<file path="src/rtl/cpu_pkg.sv">
// Shared types for the pipeline hazard controller.
//   state_t   : hazard controller FSM state (RUN, DMEM_WAIT)
//   reg_idx_t : architectural register index (x0..x31)
//   REG_ZERO  : index of the hard-wired zero register
package cpu_pkg;

  typedef enum logic {
    RUN       = 1'b0,
    DMEM_WAIT = 1'b1
  } state_t;

  typedef logic [4:0] reg_idx_t;

  localparam reg_idx_t REG_ZERO = 5'd0;

endpackage

</file>
<file path="src/rtl/sat_counter.sv">
// Saturating event counter.
//   clk_i  : clock
//   rst_i  : synchronous active-high reset, clears the count
//   inc    : add one at the next clock edge
//   count  : current count, holds at 2^W-1 instead of wrapping
module sat_counter #(
  parameter int unsigned W = 32
) (
  input  logic         clk_i,
  input  logic         rst_i,
  input  logic         inc,
  output logic [W-1:0] count
);

  logic [W-1:0] count_q;
  logic [W-1:0] count_d;

  always_comb begin
    count_d = count_q;
    if (inc && (count_q != '1)) begin
      count_d = count_q + 1'b1;
    end
  end

  always_ff @(posedge clk_i) begin
    if (rst_i) begin
      count_q <= '0;
    end else begin
      count_q <= count_d;
    end
  end

  assign count = count_q;

endmodule

</file>
<file path="src/rtl/hazard_ctrl.sv">
// Stall/flush controller for the 5-stage pipeline, sitting beside ID.
// Resolves hazards that EX bypassing cannot: load-use (one bubble),
// taken branches resolved in ID (IF/ID flush) and data-memory wait
// (global freeze). Also keeps saturating event counters and a
// memory-wait watchdog.
//
// Ports:
//   clk_i, rst_i            : clock, synchronous active-high reset
//   rs1_IFID, rs2_IFID      : source registers of the ID instruction
//   use_rs2_IFID            : ID instruction actually reads rs2
//   rd_IDEX, MemRead_IDEX   : destination / load flag of the EX instruction
//   MemReq_EXMEM            : MEM instruction accesses data memory
//   dmem_ready_i            : data memory completes this cycle
//   branch_taken_i          : branch in ID resolved taken
//   PCWrite_o, IFIDWrite_o  : PC and IF/ID write enables
//   NoOp_o                  : inject a bubble into ID/EX
//   IFID_flush_o            : clear IF/ID
//   stall_all_o             : freeze all pipeline registers and the PC
//   stall_cnt_o, freeze_cnt_o, flush_cnt_o : saturating event counters
//   dmem_timeout_o          : sticky watchdog flag
//
// state     | meaning
// ----------+-----------------------------------------------------
// RUN       | normal flow; a memory access may still stall here
// DMEM_WAIT | data memory busy, pipeline frozen until ready
module hazard_ctrl
  import cpu_pkg::*;
#(
  parameter int unsigned CNT_W   = 32,
  parameter int unsigned TIMEOUT = 0
) (
  input  logic             clk_i,
  input  logic             rst_i,
  input  logic [4:0]       rs1_IFID,
  input  logic [4:0]       rs2_IFID,
  input  logic             use_rs2_IFID,
  input  logic [4:0]       rd_IDEX,
  input  logic             MemRead_IDEX,
  input  logic             MemReq_EXMEM,
  input  logic             dmem_ready_i,
  input  logic             branch_taken_i,
  output logic             PCWrite_o,
  output logic             IFIDWrite_o,
  output logic             NoOp_o,
  output logic             IFID_flush_o,
  output logic             stall_all_o,
  output logic [CNT_W-1:0] stall_cnt_o,
  output logic [CNT_W-1:0] freeze_cnt_o,
  output logic [CNT_W-1:0] flush_cnt_o,
  output logic             dmem_timeout_o
);

  localparam logic [31:0] TIMEOUT_L = 32'(TIMEOUT);

  state_t      state_q, state_d;
  logic [31:0] wait_q, wait_d;
  logic        timeout_q, timeout_d;

  logic freeze;
  logic load_use;

  always_comb begin
    freeze = ((state_q == RUN) && MemReq_EXMEM && !dmem_ready_i) ||
             ((state_q == DMEM_WAIT) && !dmem_ready_i);

    load_use = MemRead_IDEX && (reg_idx_t'(rd_IDEX) != REG_ZERO) &&
               ((rd_IDEX == rs1_IFID) ||
                (use_rs2_IFID && (rd_IDEX == rs2_IFID)));

    PCWrite_o    = 1'b1;
    IFIDWrite_o  = 1'b1;
    NoOp_o       = 1'b0;
    IFID_flush_o = 1'b0;
    stall_all_o  = 1'b0;

    if (rst_i) begin
      PCWrite_o   = 1'b0;
      IFIDWrite_o = 1'b0;
      NoOp_o      = 1'b1;
      stall_all_o = 1'b1;
    end else if (freeze) begin
      // ID is frozen, so a taken branch is simply presented again later.
      stall_all_o = 1'b1;
      PCWrite_o   = 1'b0;
      IFIDWrite_o = 1'b0;
    end else if (load_use) begin
      PCWrite_o   = 1'b0;
      IFIDWrite_o = 1'b0;
      NoOp_o      = 1'b1;
    end else if (branch_taken_i) begin
      IFID_flush_o = 1'b1;
    end
  end

  always_comb begin
    state_d   = state_q;
    wait_d    = wait_q;
    timeout_d = timeout_q;
    case (state_q)
      RUN: begin
        // A ready access in RUN is zero-wait and never leaves RUN.
        if (MemReq_EXMEM && !dmem_ready_i) begin
          state_d = DMEM_WAIT;
          wait_d  = '0;
        end
      end
      DMEM_WAIT: begin
        if (dmem_ready_i) begin
          state_d = RUN;
        end
        if (wait_q != '1) begin
          wait_d = wait_q + 32'd1;
        end
        if ((TIMEOUT_L != 32'd0) && (wait_d == TIMEOUT_L)) begin
          timeout_d = 1'b1;
        end
      end
      default: state_d = RUN;
    endcase
  end

  always_ff @(posedge clk_i) begin
    if (rst_i) begin
      state_q   <= RUN;
      wait_q    <= '0;
      timeout_q <= 1'b0;
    end else begin
      state_q   <= state_d;
      wait_q    <= wait_d;
      timeout_q <= timeout_d;
    end
  end

  assign dmem_timeout_o = timeout_q;

  sat_counter #(.W(CNT_W)) u_stall_cnt (
    .clk_i (clk_i),
    .rst_i (rst_i),
    .inc   (NoOp_o),
    .count (stall_cnt_o)
  );

  sat_counter #(.W(CNT_W)) u_freeze_cnt (
    .clk_i (clk_i),
    .rst_i (rst_i),
    .inc   (stall_all_o),
    .count (freeze_cnt_o)
  );

  sat_counter #(.W(CNT_W)) u_flush_cnt (
    .clk_i (clk_i),
    .rst_i (rst_i),
    .inc   (IFID_flush_o),
    .count (flush_cnt_o)
  );

endmodule

</file>
<file path="config.mk">
export PLATFORM = sky130hd
export DESIGN_NAME = hazard_ctrl
export DESIGN_NICKNAME = d
export VERILOG_FILES = /design/src/rtl/cpu_pkg.sv /design/src/rtl/sat_counter.sv /design/src/rtl/hazard_ctrl.sv
export SDC_FILE = /design/constraint.sdc
export NUM_CORES = 1
export LEC_CHECK = 0
export BUFFER_PORTS_ARGS = -buffer_cell sky130_fd_sc_hd__buf_2
export CORE_MARGIN = 1
export CORE_UTILIZATION = 49
export CTS_CLUSTER_SIZE = 40
export DETAILED_ROUTE_END_ITERATION = 6
export PLACE_DENSITY = 0.74
export SYNTH_ARGS = -nofsm -noshare
export SYNTH_HDL_FRONTEND = slang
export SYNTH_HIERARCHICAL = 1
export SYNTH_SLANG_ARGS = --single-unit
</file>
<file path="constraint.sdc">
create_clock -name clk_i -period 3.5 [get_ports clk_i]
set_input_delay 0.7 -clock clk_i [delete_from_list [all_inputs] [get_ports clk_i]]
set_output_delay 0.7 -clock clk_i [all_outputs]
set_load 0.01 [all_outputs]
</file>
Word-level counts from Yosys, hierarchy flattened:

Cells that the tools add are included.

* add/sub/neg operators: 3
* equal/unequal tests: 5
* mux-type cells: 15
* bitwise operators: 1
* reduce and logical (&&, ||, !) cells: 14

Operators by type and width (number)
* adder 32 x 1 -> 32 bit, second input constant: 3
* inequality test 32 bit, second input constant: 3
* 2-to-1 mux 1 bit: 14
* == test 5 bit: 2
* logical AND 1 bit: 10
* nonzero test 5 bit: 1
* logical OR 1 bit: 2
* one-hot mux 1 bit (2 select lines): 1
* zero test 1 bit: 1
* NOT 1 bit: 1

* register bits after elaboration: 97
* input port bits: 22
* output and inout bits: 102
* logic and storage cells: 42

Logic depth before layout (Yosys ltp):

Gate-level depths: netlist of the first run.

* depth in word-level cells: 8
* gate-level depth with buffers: 9
* mapped depth without buffers: 9

Cells and area by module:

Netlist of the first run, hierarchy kept.

By module, submodules not included
* sat_counter: times used 3, cells each 199, area an instance 1674.1 um^2, seq. area each 640.6 um^2
* hazard_ctrl: times used 1, cells each 28, area an instance 214.0 um^2, seq. area each 20.0 um^2

Worst setup path after synthesis of the first run:

No wires, ideal clock.

* path kind: input-to-reg
* start point: input port rd_IDEX[1]
* end point: register u_flush_cnt.count_q[31], in the netlist u_flush_cnt/count[31]
* setup time: 121 ps
* arrival: 3383 ps
* required time: 3379 ps
* slack: -4 ps
* cell stages on the path: 8
* buffers on the path: 0
* cells stage by stage: or4_1 o21a_1 a211oi_2 nand4_1 nor4_2 nand4_1 nor4_1 mux2_2

* longest elaborated chain between the ends: 8
* elaborated cells between the ends (all ways): 11
* those cells by class: eq/ne: 2; mux: 3; reduce/logical: 6

Ends and longest elaborated chain
* start, declared: line hazard_ctrl.sv:37 `input logic [4:0] rd_IDEX,`
* == test 5 bit: line hazard_ctrl.sv:68 `(use_rs2_IFID && (rd_IDEX == rs2_IFID)));`
* logical AND 1 bit: line hazard_ctrl.sv:68
* logical OR 1 bit: line hazard_ctrl.sv:67 `((rd_IDEX == rs1_IFID) ||`
* logical AND 1 bit (*): line hazard_ctrl.sv:66 `load_use = MemRead_IDEX && (reg_idx_t'(rd_IDEX) != REG_ZERO) &&`
* 2-to-1 mux 1 bit (*): line hazard_ctrl.sv:86 `end else if (load_use) begin`
* 2-to-1 mux 1 bit (*): line hazard_ctrl.sv:81 `end else if (freeze) begin`
* 2-to-1 mux 1 bit (*): line hazard_ctrl.sv:76 `if (rst_i) begin`
* named net IFID_flush_o: line hazard_ctrl.sv:45 `output logic IFID_flush_o,`
* logical AND 1 bit (*): line sat_counter.sv:20 `if (inc && (count_q != '1)) begin`
* end signal, assigned: line sat_counter.sv:29 `count_q <= count_d;`
* end, declared: line sat_counter.sv:15 `logic [W-1:0] count_q;`

The timed path passes the listed nets; every way through them passes the cells marked *.
A chain may end at the register's enable or synchronous reset.

Worst setup path in the final report of the first run:

* start point: input port rd_IDEX[1]
* end point: register u_flush_cnt.count_q[29], in the netlist u_flush_cnt/count[29]

* longest elaborated chain between the ends: 8
* elaborated cells between the ends (all ways): 11
* those cells by class: eq/ne: 2; mux: 3; reduce/logical: 6

Ends and longest elaborated chain (line)
* == test 5 bit: hazard_ctrl.sv:68
* logical AND 1 bit: hazard_ctrl.sv:68
* logical OR 1 bit: hazard_ctrl.sv:67
* logical AND 1 bit (*): hazard_ctrl.sv:66
* 2-to-1 mux 1 bit (*): hazard_ctrl.sv:86
* 2-to-1 mux 1 bit (*): hazard_ctrl.sv:81
* 2-to-1 mux 1 bit (*): hazard_ctrl.sv:76
* logical AND 1 bit (*): sat_counter.sv:20

Every way passes the cells marked *; elsewhere a longest branch is shown, timed or not.

==> metrics.txt, run 1 <==
vias per std cell 6.170; M1 GR Usage 0.3259; # DRC 0; total power 2.074 mW; Final Util 0.6072; post-synth top area share 0.3708; CP Data Arrival Time 3.23 ns; first-pass GRT wire length 22,880 um; worst path cell trace buf_2 -> or4_1 -> o21a_1 -> a211oi_4 -> nand4_1 -> nor4_2 -> buf_4 -> nand4_1 -> or4_1 -> a21oi_1; Crit. path cell count 10; Post-Place Worst Slack 0.2086 ns; worst hold path endpoint u_flush_cnt/count[23]; hold crit path type register to register; CP max stage delay 0.53 ns; dpl hpwl 10,380 um; die area 0.01110 sq mm; RSZ-0062 raised after global routing no; Final Max Slew Viols 0; CTS tree built; Power Dens Cells 330.9 mW/mm^2; post-DR wirelength/cell 16.18 um; worst setup margin 0.5557 ns; gr usage total 0.2506; Clock Skew 0.01141 ns; initial antenna violation count 0; number of synthesized flops with an enable pin 0; setup TNS 0 ns; area leader, netlist dfxtp_1; row cnt 37; violation count after the first detailed-route iteration 247; asr flop ratio synth 0; xor-xnor portion of the synthesized cell area 0.05185; Worst-Skew Late Latency 0.36 ns; maximum clock path buffer count 2; Compound-Gate Fraction of Synth Area 0.1897; WP buf/inv 2; Synth top cells by count dfxtp_1 (97), a21oi_1 (67), nor2_1 (43); max-cap violation count 0; cts-stage hold buffer count 0; post-cts repair resize count 0; met2 usage 0.4149; Worst path slowest cell or4_1; antenna viol nets, final 0; global route overflow 0; synthesized flop and latch total 97; post-CTS setup repair buffer count 0; vias in the first global route 4,777; nets@finish 767; final cell count without fillers 883; M3 GR Usage 0.03401; Max IR drop VDD 0.1693 mV; Critical Path Sink Type register; core footprint 0.01032 sq mm; top cells by area, synth dfxtp_1 (37%), a21oi_1 (6.4%), or4_1 (5.3%); Slew Limit Headroom 0.5529; clk sinks 97; Die Height 105.4 um; CTS Buf Count 9; sequential fraction of the synthesis area 0.3708; CP max FO 5; CP startpoint kind input pin; leak pwr 2.253 nW; status complete, no violations; Initial Util 0.5072; PortBufs 122; largest net degree at the start of global routing 62; Crit Path Category input pin to register; routed wire length 14,290 um; ys flop type dfxtp_1; post-synthesis mux area share 0.01864; area grow syn2layout 19.71%; Syn Nets 650; Final GP Congestion 0.9118; Fin. Hold Viols 0; top-count cell post-synth dfxtp_1; flop2flop setup slack 0.95 ns; Die Width 105.4 um; gr busiest metal met2; synth warn 6; FF-to-FF path depth 9; minimum clock period 2.944 ns; clk slew on worst S/H paths 0.08 ns; TritonRoute pass-1 iters 5; FMAX 339.6 MHz; H-tree levels 3; FF-to-FF End u_flush_cnt/count[29]; cell class contributing the biggest share of worst-path delay simple AND/OR/NAND/NOR gates; Worst Path Required 3.79 ns; CTS Root Cell clkbuf_8; Mapped Area 0.005236 sq mm; Worst-Margin Slew 0.6537 ns; share of layout cells above drive strength 1 0.2463; worst min-delay path startpoint u_flush_cnt/count[23]; largest family of logic cells by synthesized area simple AND/OR/NAND/NOR gates; I/O Pins 124; hold path depth 2; period utilization 0.8412; worst r2r src state_q; Post-Synth Adder-Cell Area 0.007168; number of diodes 0; simple-gate share of the synthesized area 0.3274; Syn Inst Count 625; Vias 5,448; Synth cell types 46; syn avg cell area 8.378 sq um; # placed instances 867; Setup violations, final 0
==> layout make-up <==
| cell class | count | area, sq um |
|---|---|---|
| multi-input combinational | 486 | 3144 |
| clock inverter | 4 | 75.07 |
| timing repair buffer | 141 | 755.7 |
| clock buffer | 12 | 155.1 |
| inverter | 7 | 26.28 |
| fill | 964 | 4055 |
| sequential | 97 | 1942 |
| tap | 136 | 170.2 |
==> how the worst max path moves through the flow <==
stage	startpoint	slack, ns	endpoint
after floorplan	rd_IDEX[1]	0.09	u_flush_cnt/count[31]
after global placement	rd_IDEX[1]	0.27	u_flush_cnt/count[29]
after detailed placement	rd_IDEX[1]	0.21	u_flush_cnt/count[29]
after CTS	rd_IDEX[1]	0.59	u_flush_cnt/count[29]
after global routing	rd_IDEX[1]	0.45	u_flush_cnt/count[27]
final	rd_IDEX[1]	0.56	u_flush_cnt/count[29]
==> layer usage <==
metal  vias up  share of wire
li1       2629              -
met1      2612           0.45
met2       182           0.48
met3        25          0.047
met4         0          0.021
met5         -              0
==> cell usage in the layout, fill, tap and decap left out, types with 4 or more instances in the layout <==
cell type / instances
and3_1: 9
nand4_1: 31
buf_4: 20
dfxtp_1: 97
inv_1: 7
a21oi_1: 67
nand3_1: 40
and4_1: 12
xnor2_1: 28
buf_2: 121
nor3b_1: 6
clkbuf_8: 11
o21ai_0: 24
a2111oi_0: 6
nand2_1: 32
or3_1: 30
nor4_1: 9
nor4_2: 6
nand2b_1: 4
or4_1: 37
nor2_1: 43
nor2b_1: 6
nor3_1: 6
o31ai_1: 36
==> kinds of logic after synthesis <==
| group | count (synthesis) |
|---|---|
| AND/OR/NAND/NOR | 289 |
| AO/OA/AOI/OAI | 153 |
| flip-flops | 97 |
| buffers and inverters | 42 |
| XOR/XNOR | 31 |
| multiplexers | 9 |
| adder cells (fa/ha/maj) | 3 |
| other | 1 |
==> where the power goes <==
group	switching [mW]	internal, mW	leakage [nW]
registers	0.0118	1.11	0.782
clock network	0.394	0.442	0.109
logic	0.0692	0.0464	1.36
==> registers in the layout, indices dropped and copies added, names as in the netlist <==
signal,cells
u_stall_cnt/count,32
state_q,1
u_freeze_cnt/count,32
u_flush_cnt/count,32
==> tightest hold or removal path: stages (launching register included) <==
cell and delay (ns):
dfxtp_1 0.34, o31ai_1 0.07, a21oi_1 0.05
==> metrics by stage <==
| step | hold WS [ns] | area, sq um |
|---|---|---|
| global placement | 0.4720 | 6038 |
| finish | 0.5023 | 6269 |
| detailed placement | 0.4938 | 6038 |
| global route | 0.5276 | 6269 |
| floorplan | 0.4820 | 5244 |
| CTS | 0.5064 | 6269 |
Note: power is estimated with default switching activity, not from simulation.
==> run 2, diff against run 1 <==
Clock period 3.5 ns to 2.46 ns, I/O delays scaled along.
==> run 2 against run 1 <==
  * The run now ends with setup timing left
  * Global-route usage rose by 1.0 points
  * Utilization rose by 6.2 points
  * Sequential power rose by 43%
  * Final area rose by 10%
  * Non-clock buffer count rose by 47
==> metrics.txt, run 2 (synthesis results as in run 1) <==
violation count after the first detailed-route iteration 352 (+43%); PortBufs 122 (unchanged); largest net degree at the start of global routing 107 (+73%); vias in the first global route 5,096 (+6.7%); die area 0.01110 sq mm (unchanged); Initial Util 0.5072 (unchanged); Max IR drop VDD 0.2745 mV (+62%); FF+latch area 0.001942 sq mm (unchanged); Worst Path Required 1.97 ns (-1.82 ns); hold crit path type register to register; Worst-Skew Late Latency 0.38 ns (+0.02 ns); CTS tree built; # DRC 0 (unchanged); Multi-input gate area 0.003407 sq mm (+8.4%); Power Dens Cells 407.3 mW/mm^2 (+23%); antenna viol nets, final 0 (unchanged); row cnt 37 (unchanged); Slew Limit Headroom 0.2726 (-0.2803); routed wire length 14,620 um (+2.3%); most common cell after layout, fill and taps aside buf_2; Vias 5,594 (+2.7%); Fin. Hold Viols 0 (unchanged); max-cap violation count 0 (unchanged); CP max FO 4 (-1); Critical Path Sink Type output pin; Final Max Slew Viols 0 (unchanged); setup TNS -0.4621 ns (-0.4621 ns); Worst-Margin Slew 1.091 ns (+0.4374 ns); CP Data Arrival Time 2.07 ns (-1.16 ns); H-tree levels 3 (unchanged); CP max stage delay 0.53 ns (about the same); clk sinks 97 (unchanged); Setup violations, final 9 (+9); core footprint 0.01032 sq mm (unchanged); number of diodes 0 (unchanged); vias per std cell 6.028 (-2.3%); area grow syn2layout 31.85%; WP buf/inv 5 (+3); maximum clock path buffer count 2 (unchanged); share of layout cells above drive strength 1 0.3359 (+0.08954); first-pass GRT wire length 23,720 um (+3.6%); FMAX 389.9 MHz; nets@finish 814 (+6.1%); period utilization 1.042; flop2flop setup slack 0.10 ns (-0.85 ns); Worst path slowest cell or4_4; CTS Root Cell clkbuf_8; Fillers 856 (-11%); global route overflow 0 (unchanged); clk slew on worst S/H paths 0.08 ns (about the same); Die Width 105.4 um (unchanged); CP startpoint kind input pin; most used cell, CP buf_6; worst path cell trace buf_6 -> or4_4 -> o21a_4 -> buf_6 -> a31o_4 -> buf_4 -> buf_6 -> buf_6; initial antenna violation count 0 (unchanged); CTS Buf Count 9 (unchanged); Clock Skew 0.01077 ns (-0.0006497 ns); minimum clock period 2.564 ns; total power 2.812 mW (+36%); Final GP Congestion 0.9116 (about the same); worst setup margin -0.1045 ns (-0.6601 ns); TritonRoute pass-1 iters 5 (unchanged); I/O Pins 124 (unchanged); post-DR wirelength/cell 15.76 um (-2.7%); leak pwr 2.606 nW (+16%); cell class contributing the biggest share of worst-path delay buffers and inverters; Die Height 105.4 um (unchanged); most frequent cells in the layout buf_2 (116), dfxtp_1 (97), a21oi_1 (63); RSZ-0062 raised after global routing yes; gr usage total 0.2607 (+0.01012); status complete, but fails checks; Crit Path Category input pin to output pin; failing checks setup timing; dpl hpwl 10,550 um (+1.7%)
run 2: layer usage:
layer	vias up	share of wire	routed length, um	track usage
li1	2707	-	-	-
met1	2686	0.44	6464	0.3346
met2	173	0.48	7045	0.4366
met3	28	0.049	723	0.03401
met4	0	0.026	387	0.1157
met5	-	0	0	0
run 2: cell type report:
class	instances	share of cell area
multi-input cells	486	0.4935
flip-flops and latches	97	0.2813
repair buffers	188	0.1704
well taps	136	0.02465
clock buffers	10	0.01993
clock inverters	4	0.006524
inverters	7	0.003806
run 2: path summary, 6_finish.rpt:
path / end / depth (start not counted) / start
min: u_flush_cnt/count[23] / 2 / u_flush_cnt/count[23]
min reg2reg: u_flush_cnt/count[23] / 2 / u_flush_cnt/count[23]
max reg2reg: u_stall_cnt/count[23] / 9 / state_q
max: NoOp_o / 8 / rd_IDEX[1]
run 2: through the flow:
stage / setup WS [ns] / std cells / util / hold slack, ns / cell area [sq um]
after floorplan: -0.5380 / 625 / - / 0.4992 / 5371
after global placement: -0.4461 / 909 / 0.6293 / 0.4744 / 6496
after detailed placement: -0.5405 / 909 / 0.6293 / 0.4879 / 6496
after CTS: -0.06258 / 925 / 0.6533 / 0.5025 / 6744
after global routing: -0.1545 / 928 / 0.6688 / 0.5293 / 6904
final: -0.1045 / 928 / 0.6688 / 0.5070 / 6904
run 2: what timing repair did:
action	in CTS	in global routing
setup buffers	2	5
pin swaps	1	13
hold buffers	0	0
endpoints found under the setup margin	11	20
gates resized for setup	10	28
run 2: worst min-delay path, delay by kind of cell (launching register included):
kind / cells / cell delay (ns)
flops: 1 / 0.34
compound gates: 2 / 0.13
run 2: power by group:
part,internal [mW],leakage (nW),switching (mW)
clock,0.482,0.0978,0.536
sequential,1.58,0.782,0.0149
combinational,0.0917,1.73,0.107
total,2.15,2.61,0.659
==> run 3, diff against run 2 <==
Settings changed: SKIP_LAST_GASP from default to 1.
==> run 3 against run 2 <==
  * The run still ends with setup timing left
  * Global-route usage unchanged
  * Clock power about the same
  * Sequential share of layout area increased by 0.17 points
  * Count of clock-buffer cells in the layout unchanged
  * Via count increased by 0.16%
  * Largest power group unchanged
==> metrics.txt, run 3 (synthesis results as in run 1) <==
Final Util 0.6646 (-0.004120); H-tree levels 3 (unchanged); maximum clock path buffer count 2 (unchanged); Die Height 105.4 um (unchanged); leak pwr 2.598 nW (-0.32%); clk sinks 97 (unchanged); setup TNS -0.4926 ns (-0.03051 ns); violation count after the first detailed-route iteration 329 (-6.5%); failing checks setup timing; vias in the first global route 5,096 (unchanged); status complete, but fails checks; die area 0.01110 sq mm (unchanged); CP Data Arrival Time 2.82 ns (+0.75 ns); Worst-Margin Slew 1.081 ns (-0.01014 ns); Final GP Congestion 0.9116 (unchanged); Fin. Hold Viols 0 (unchanged); CP max FO 5 (+1); hold crit path type register to register; vias per std cell 6.044 (+0.27%); area grow syn2layout 31.04%; NetSw 657.4 uW (-0.18%); most frequent cells in the layout buf_2 (117), dfxtp_1 (97), a21oi_1 (64); Fillers 859 (+0.35%); Clk pwr share 0.362 (about the same); dpl hpwl 10,550 um (unchanged); Net Sw Frac 0.2340 (about the same); Gate power share 0.070 (about the same); first-pass GRT wire length 23,720 um (unchanged); Power Dens Cells 409.4 mW/mm^2 (+0.52%); number of diodes 0 (unchanged); Worst-Skew Late Latency 0.37 ns (about the same); core footprint 0.01032 sq mm (unchanged); initial antenna violation count 0 (unchanged); gr usage total 0.2607 (unchanged); Slew Limit Headroom 0.2794 (+0.006760); most common cell after layout, fill and taps aside buf_2; row cnt 37 (unchanged); antenna viol nets, final 0 (unchanged); Initial Util 0.5072 (unchanged); Final Max Slew Viols 0 (unchanged); FMAX 395.8 MHz (+1.5%); period utilization 1.027 (-0.01553); Pint 2.152 mW (about the same); Vias 5,603 (+0.16%); # DRC 0 (unchanged); RSZ-0062 raised after global routing yes; Clock Skew 0.01164 ns (+0.0008796 ns); max-cap violation count 0 (unchanged); routed wire length 14,640 um (+0.15%); TritonRoute pass-1 iters 5 (unchanged); I/O Pins 124 (unchanged); Worst Path Required 2.76 ns (+0.79 ns); Critical Path Sink Type register; largest net degree at the start of global routing 107 (unchanged); CP startpoint kind input pin; CTS tree built; Setup violations, final 10 (+1); nets@finish 813 (-0.12%); post-DR wirelength/cell 15.80 um (+0.26%); global route overflow 0 (unchanged); share of layout cells above drive strength 1 0.3262 (-0.009689); minimum clock period 2.526 ns (-0.03819 ns); Crit Path Category input pin to register; CTS Buf Count 9 (unchanged); worst setup margin -0.06627 ns (+0.03819 ns); CTS Root Cell clkbuf_8; Die Width 105.4 um (unchanged); sequential share of power 0.568 (about the same); Max IR drop VDD 0.2745 mV (about the same); clk slew on worst S/H paths 0.09 ns (about the same); PortBufs 122 (unchanged)
==> run 3: changes by cell type in the layout (fill, tap and decap cells not counted), sizes merged <==
cell and change:
buf -1
==> run 3: area by class of cell <==
class                           instances  area [sq um]  share of cell area
Sequential cell                        97          1942              0.2830
Tap cell                              136         170.2             0.02480
Clock buffer                           10         137.6             0.02006
Clock inverter                          4         45.04            0.006565
Multi-Input combinational cell        486          3374              0.4918
Timing Repair Buffer                  187          1166              0.1699
Inverter                                7         26.28            0.003829
==> run 3: routing by layer <==
metal / vias to the layer above / routed length [um] / global-route usage
li1: 2713 / - / -
met1: 2694 / 6513 / 0.3346
met2: 161 / 7041 / 0.4366
met3: 35 / 663 / 0.03401
met4: 0 / 425 / 0.1157
met5: - / 0 / 0
==> run 3: power groups by stage <==
stage	Clock, mW	Combinational, mW	Sequential, mW
after floorplan	0	0.0958	1.63
after global placement	0	0.169	1.63
after detailed placement	0	0.173	1.63
after CTS	1.04	0.183	1.60
after global routing	1.10	0.213	1.60
final	1.02	0.197	1.60
==> run 3: critical path, cell delays in order <==
cell	delay (ns)
buf_6	0.09
or4_4	0.54
o21a_4	0.23
a211oi_4	0.22
nand4_1	0.14
buf_6	0.16
nor4_4	0.14
buf_4	0.17
nand4_1	0.10
or4_1	0.41
a21oi_1	0.13
==> run 3: metrics by stage <==
| step | power, mW | cell area (sq um) | hold WS [ns] | instances | setup slack, ns |
|---|---|---|---|---|---|
| 2_1_floorplan | 1.730 | 5371 | 0.4992 | 625 | -0.5380 |
| 3_3_place_gp | 1.800 | 6496 | 0.4744 | 909 | -0.4461 |
| 3_5_place_dp | 1.805 | 6496 | 0.4879 | 909 | -0.5405 |
| 4_1_cts | 2.822 | 6738 | 0.5025 | 925 | -0.06258 |
| 5_1_grt | 2.908 | 6862 | 0.5293 | 927 | -0.1919 |
| 6_report | 2.809 | 6862 | 0.5044 | 927 | -0.06627 |
==> run 3: timing repair <==
action,CTS,global route
pin swaps,1,12
cloned,0,0
buffers inserted,2,5
resized for setup,9,22
hold buffers,0,0
setup endpoints to repair,11,21
==> run 3: final timing paths <==
kind	start	endpoint	slack, ns	depth (start not counted)
worst max-delay path	rd_IDEX[1]	u_flush_cnt/count[29]	-0.07	11
worst min-delay path	u_flush_cnt/count[23]	u_flush_cnt/count[23]	0.50	2
worst max register to register	state_q	u_stall_cnt/count[27]	0.09	9
worst min register to register	u_flush_cnt/count[23]	u_flush_cnt/count[23]	0.50	2
